--- src/rtl/servo_pwm_gen.sv ---
// Servo PWM generator.
// Takes duty-count words from the position loop, clamps them to the servo-safe
// window and holds them in a shadow register. A held value becomes the active
// high-time only when a new period starts, so a pulse is never cut short or
// doubled.
//
// state | meaning
// ------+-------------------------------------------------------------
// IDLE  | parked: counter held at 0, pwm_out low, waiting for enable
// RUN   | generating periods back to back
// STOP  | enable dropped: finish the current period, then decide
module servo_pwm_gen #(
   parameter int unsigned PERIOD_CNT  = 1000000,
   parameter int unsigned MIN_DUTY    = 50000,
   parameter int unsigned MAX_DUTY    = 100000,
   parameter int unsigned CENTER_DUTY = 75000,
   parameter int unsigned DUTY_W      = 17,
   parameter int unsigned CNT_W       = 20
) (
   input  logic              clk,
   input  logic              rst,
   input  logic              enable,
   input  logic [DUTY_W-1:0] duty_in,
   input  logic              duty_valid,
   output logic              pwm_out,
   output logic              period_start,
   output logic              duty_applied,
   output logic              clamp_hit,
   output logic              running
);

   // Compares between counter and duty are done at the wider of the two widths.
   localparam int unsigned CMP_W = (DUTY_W > CNT_W) ? DUTY_W : CNT_W;

   localparam logic [CNT_W-1:0]  LAST_CNT = CNT_W'(PERIOD_CNT - 1);
   localparam logic [DUTY_W-1:0] MIN_D    = DUTY_W'(MIN_DUTY);
   localparam logic [DUTY_W-1:0] MAX_D    = DUTY_W'(MAX_DUTY);
   localparam logic [DUTY_W-1:0] CENTER_D = DUTY_W'(CENTER_DUTY);

   typedef enum logic [1:0] {
      ST_IDLE = 2'd0,
      ST_RUN  = 2'd1,
      ST_STOP = 2'd2
   } state_t;

   state_t              state_q;
   logic [CNT_W-1:0]    cnt_q;
   logic [DUTY_W-1:0]   active_q;
   logic [DUTY_W-1:0]   shadow_q;
   logic                shadow_full_q;
   logic                pwm_q;
   logic                period_start_q;
   logic                duty_applied_q;
   logic                clamp_hit_q;
   logic                running_q;

   logic [DUTY_W-1:0]   duty_clamped_d;
   logic                duty_oor_d;
   logic                last_cyc_d;
   logic                start_period_d;
   logic                apply_d;
   logic [DUTY_W-1:0]   new_active_d;
   logic [CNT_W-1:0]    cnt_inc_d;
   logic                pwm_cont_d;

   // Clamp the incoming word and work out what the next edge must do.
   always_comb begin
      duty_clamped_d = duty_in;
      duty_oor_d     = 1'b0;
      if (duty_in < MIN_D) begin
         duty_clamped_d = MIN_D;
         duty_oor_d     = 1'b1;
      end else if (duty_in > MAX_D) begin
         duty_clamped_d = MAX_D;
         duty_oor_d     = 1'b1;
      end

      last_cyc_d = (state_q != ST_IDLE) && (cnt_q == LAST_CNT);

      // A new period begins on leaving IDLE, or at a boundary unless STOP
      // is winding down with enable still low.
      start_period_d = ((state_q == ST_IDLE) && enable) ||
                       (last_cyc_d && !((state_q == ST_STOP) && !enable));

      // A word arriving on the start cycle itself bypasses the shadow.
      apply_d      = duty_valid || shadow_full_q;
      new_active_d = active_q;
      if (duty_valid) begin
         new_active_d = duty_clamped_d;
      end else if (shadow_full_q) begin
         new_active_d = shadow_q;
      end

      cnt_inc_d  = cnt_q + CNT_W'(1);
      pwm_cont_d = (CMP_W'(cnt_inc_d) < CMP_W'(active_q));
   end

   // Sequencer: state, period counter, duty registers and registered outputs.
   always_ff @(posedge clk) begin
      if (rst) begin
         state_q        <= ST_IDLE;
         cnt_q          <= '0;
         active_q       <= CENTER_D;
         shadow_q       <= CENTER_D;
         shadow_full_q  <= 1'b0;
         pwm_q          <= 1'b0;
         period_start_q <= 1'b0;
         duty_applied_q <= 1'b0;
         clamp_hit_q    <= 1'b0;
         running_q      <= 1'b0;
      end else begin
         clamp_hit_q    <= duty_valid && duty_oor_d;
         period_start_q <= 1'b0;
         duty_applied_q <= 1'b0;

         if (duty_valid) begin
            shadow_q      <= duty_clamped_d;
            shadow_full_q <= 1'b1;
         end

         if (start_period_d) begin
            // RUN with enable low at a boundary still owes one full period.
            state_q        <= enable ? ST_RUN : ST_STOP;
            cnt_q          <= '0;
            period_start_q <= 1'b1;
            pwm_q          <= (new_active_d != '0);
            running_q      <= 1'b1;
            if (apply_d) begin
               active_q       <= new_active_d;
               shadow_full_q  <= 1'b0;
               duty_applied_q <= 1'b1;
            end
         end else if ((state_q == ST_IDLE) || last_cyc_d) begin
            // Parked, or STOP finished its period with enable low. Any pending
            // shadow waits and is applied when RUN is next entered.
            state_q   <= ST_IDLE;
            cnt_q     <= '0;
            pwm_q     <= 1'b0;
            running_q <= 1'b0;
         end else begin
            cnt_q     <= cnt_inc_d;
            pwm_q     <= pwm_cont_d;
            running_q <= 1'b1;
            if ((state_q == ST_RUN) && !enable) begin
               state_q <= ST_STOP;
            end
         end
      end
   end

   assign pwm_out      = pwm_q;
   assign period_start = period_start_q;
   assign duty_applied = duty_applied_q;
   assign clamp_hit    = clamp_hit_q;
   assign running      = running_q;

endmodule

--- config.mk ---
export PLATFORM = sky130hd
export DESIGN_NAME = servo_pwm_gen
export DESIGN_NICKNAME = d
export VERILOG_FILES = /design/src/rtl/servo_pwm_gen.sv
export SDC_FILE = /design/constraint.sdc
export NUM_CORES = 1
export LEC_CHECK = 0
export CAP_MARGIN = 20
export CORE_ASPECT_RATIO = 1.25
export CORE_MARGIN = 5
export CORE_UTILIZATION = 55
export DETAILED_ROUTE_END_ITERATION = 8
export PLACE_DENSITY = 0.76
export SYNTH_ARGS = -nofsm -noshare
export SYNTH_HDL_FRONTEND = slang
export SYNTH_SLANG_ARGS = --single-unit
--- constraint.sdc ---
create_clock -name clk -period 3 [get_ports clk]
set_clock_uncertainty 0.15 [all_clocks]
set_input_delay 0.45 -clock clk [delete_from_list [all_inputs] [get_ports clk]]
set_output_delay 0.45 -clock clk [all_outputs]
set_load 0.02 [all_outputs]
==> summary.md <==
| Metric | Value |
|---|---|
| Largest cells by area after synthesis | dfxtp_1, ha_1, a21oi_1 |
| Layout area overhead | 19.7% |
| Synthesized cell area | 3330 um^2 |
| Post-synth EDFFs | 0 |
| Cts bufs inserted | 9 |
| Initial Utilization | 56.9% |
| Num Clock Sinks | 62 |
| Max-slew violations | 0 |
| CTS tree | done |
| Routed wire length | 8750 um |
| Grt total ovfl | 0 |
| Post-route minimum period | 2710 ps |
| Avg Inst Size Synth | 8.27 um^2 |
| Max Clk Rate | 369 MHz |
| R2r setup slk | 290 ps |
| 1st-iter DRT viols | 156 |
| Largest net degree at the start of global routing | 33 |
| VDD IR max | 0.000331 V |
| Sequential area share after synthesis | 37.2% |
| Setup violators final | 0 |
| I/O Buffers | 25 |
| First-pass GRT wire length | 14,300 um |
| Postcts setup bufs | 0 |
| Asr flop ratio synth | 0% |
| Syn Nets | 441 |
| Placed Cells | 510 |
| Core area | 5860 um^2 |
| Ratio of cells with drive above 1 in the final layout | 11.0% |
| Worst setup EP type | register |
| Antenna-violating nets left | 0 |
| Required time worst endpoint | 3140 ps |
| Die area | 7730 um^2 |
| Vias | 3,114 |
| Vias in the first global route | 3,011 |
| Fill count | 501 |
| Arrival @ worst endpoint | 2850 ps |
| Run status | finished clean |
| Final Non-Filler Cells | 526 |
| Crit Path Class | reg -> reg |
| Post-synth top flop | dfxtp_1 |
| Yosys reg bits | 62 |
| R2r startpoint | cnt_q[9] |
| Synth top area share | 37.2% |
| Routability Congestion | 0.975 |
| FP Rows | 31 |
| Fin. Hold Viols | 0 |
| Hold EP | active_q[9] |
| Max-Cap Viols | 0 |
| Reg2reg end | pwm_out |
| Yosys warns | 0 |
| Startpoint Class | register |
| Fin nets | 477 |
| CTS Root Buffer Type | clkbuf_8 |
| Reg2reg path depth | 11 |
| Distinct cell type count after synthesis | 61 |
| Max-Slew Margin vs Limit | 63.9% |
| Ant diodes | 0 |
| DP HPWL | 6550 um |
| Post-CTS Resized | 0 |
| DR WL/cell | 16.6 um |
| Clk_lat worst skew | 350 ps |
| Worst-path fanout max | 4 |
| RSZ-0062 raised after global routing | false |
| Max Buffers Root-to-Sink | 2 |
| Post-synth top area cell | dfxtp_1 |
| I/O pin count | 26 |
| Antenna violations before repair | 0 |
| CTS H-tree lvls | 3 |
| Hold Startpoint | active_q[9] |
| Clock Pin Slew Worst Setup and Hold Paths | 70 ps |
| Post-route setup TNS | 0 ps |
| Critical path startpoint | cnt_q[9] |
| Power per cell area | 513 nW/um^2 |
| Instance count of the mapped netlist | 403 |
| Die W | 79.6 um |
| Actual slew at the worst max-slew pin | 540 ps |
| Die span in y | 97.1 um |
| Drc violations | 0 |
| Hold Crit Class | reg -> reg |
| Final Cycle Share | 90.2% |
| LEAKAGE | 0.00167 uW |
| Overall Global Routing Usage | 23.6% |
| DR vias/cell | 5.92 |
| Drt pass-1 iters | 5 |
| CTS Hold Buffers Added | 0 |
| Cells on Worst Hold Path | 2 |
-- cells by family (layout without fill, tap and decap cells) --
kind of cell	Yosys count	count (layout)	share of synthesized area (%)
simple gates	162	162	25.7
flops	62	62	37.2
compound gates	97	97	19.4
buf+inv	41	82	4.84
xor+xnor	19	19	4.99
fa+ha+maj	17	17	6.38
mux	5	5	1.50
-- synthesized netlist by cell type, drive strengths merged, types with 5 or more instances --
cell type	count
xor2	8
a21oi	31
nor3	17
nor2b	9
dfxtp	62
a211oi	8
a21o	6
nand4	6
buf	6
nand2	39
nor2	42
o211ai	5
xnor2	11
and3	12
o21ai	21
inv	23
ha	17
clkbuf	12
mux2i	5
nand3	11
-- area by class of cell --
type                            instances  area [um^2]  share of cell area (%)
Tap cell                               82          103                    2.57
Multi-Input combinational cell        300         1930                    48.4
Inverter                               23         86.3                    2.16
Timing Repair Buffer                   43          398                    9.97
Clock buffer                           11          151                    3.79
Clock inverter                          5         81.3                    2.04
Sequential cell                        62         1240                    31.1
-- worst max-delay path by stage --
stage,cells after the start,end,slack (ps)
floorplan,11,pwm_out,630
global placement,7,pwm_out,150
detailed placement,7,pwm_out,60
CTS,11,pwm_out,270
global route,11,pwm_out,80
finish,11,pwm_out,290
-- state kept, by name, indices dropped and copies added, names as in the netlist --
register,count
cnt_q,20
running,1
duty_applied,1
clamp_hit,1
pwm_out,1
shadow_q,17
shadow_full_q,1
state_q,2
period_start,1
active_q,17
-- metal layers --
layer,global-route usage [%],wire [um]
met3,5.57,500
met4,9.79,212
met2,39.8,4360
met1,28.3,3680
met5,0,0
-- cell usage in the layout, fill, tap and decap left out, drive strengths merged, types with 8 or more instances in the layout --
| cell | Yosys | layout |
|---|---|---|
| buf | 6 | 18 |
| clkbuf | 12 | 11 |
| a21oi | 31 | 31 |
| nor2 | 42 | 42 |
| nor2b | 9 | 9 |
| nand2 | 39 | 39 |
| inv | 23 | 23 |
| ha | 17 | 17 |
| dfxtp | 62 | 62 |
| o21ai | 21 | 21 |
| nor3 | 17 | 17 |
| xor2 | 8 | 8 |
| xnor2 | 11 | 11 |
| nand3 | 11 | 11 |
| and3 | 12 | 12 |
| clkdlybuf4s50 | 0 | 25 |
| a211oi | 8 | 8 |
-- where the power goes --
group / internal, uW / total [uW] / switching [uW]
combinational: 127 / 299 / 172
sequential: 868 / 901 / 33.2
clock: 513 / 848 / 335
-- worst max-delay path: stages (launching register included) --
cell and delay, ps:
dfxtp_1 370, and4_1 270, nand4_1 210, nor2_1 170, xor2_1 200, ha_1 270, a21o_1 180, a21o_1 170
a21oi_1 160, o21ai_0 100, o21ai_0 260, a22o_1 160
-- through the flow --
step	hold slack [ps]	util [%]	power, uW	setup WS, ps	cell area [um^2]
3_5_place_dp	298	64.2	1210	59.1	3760
5_1_grt	330	68.2	2130	78.1	3990
2_1_floorplan	275	-	1090	627	3330
3_3_place_gp	293	64.2	1210	153	3760
4_1_cts	311	68.2	2050	269	3990
6_report	311	68.2	2050	293	3990
No activity file was read; power rests on OpenSTA's default activity.
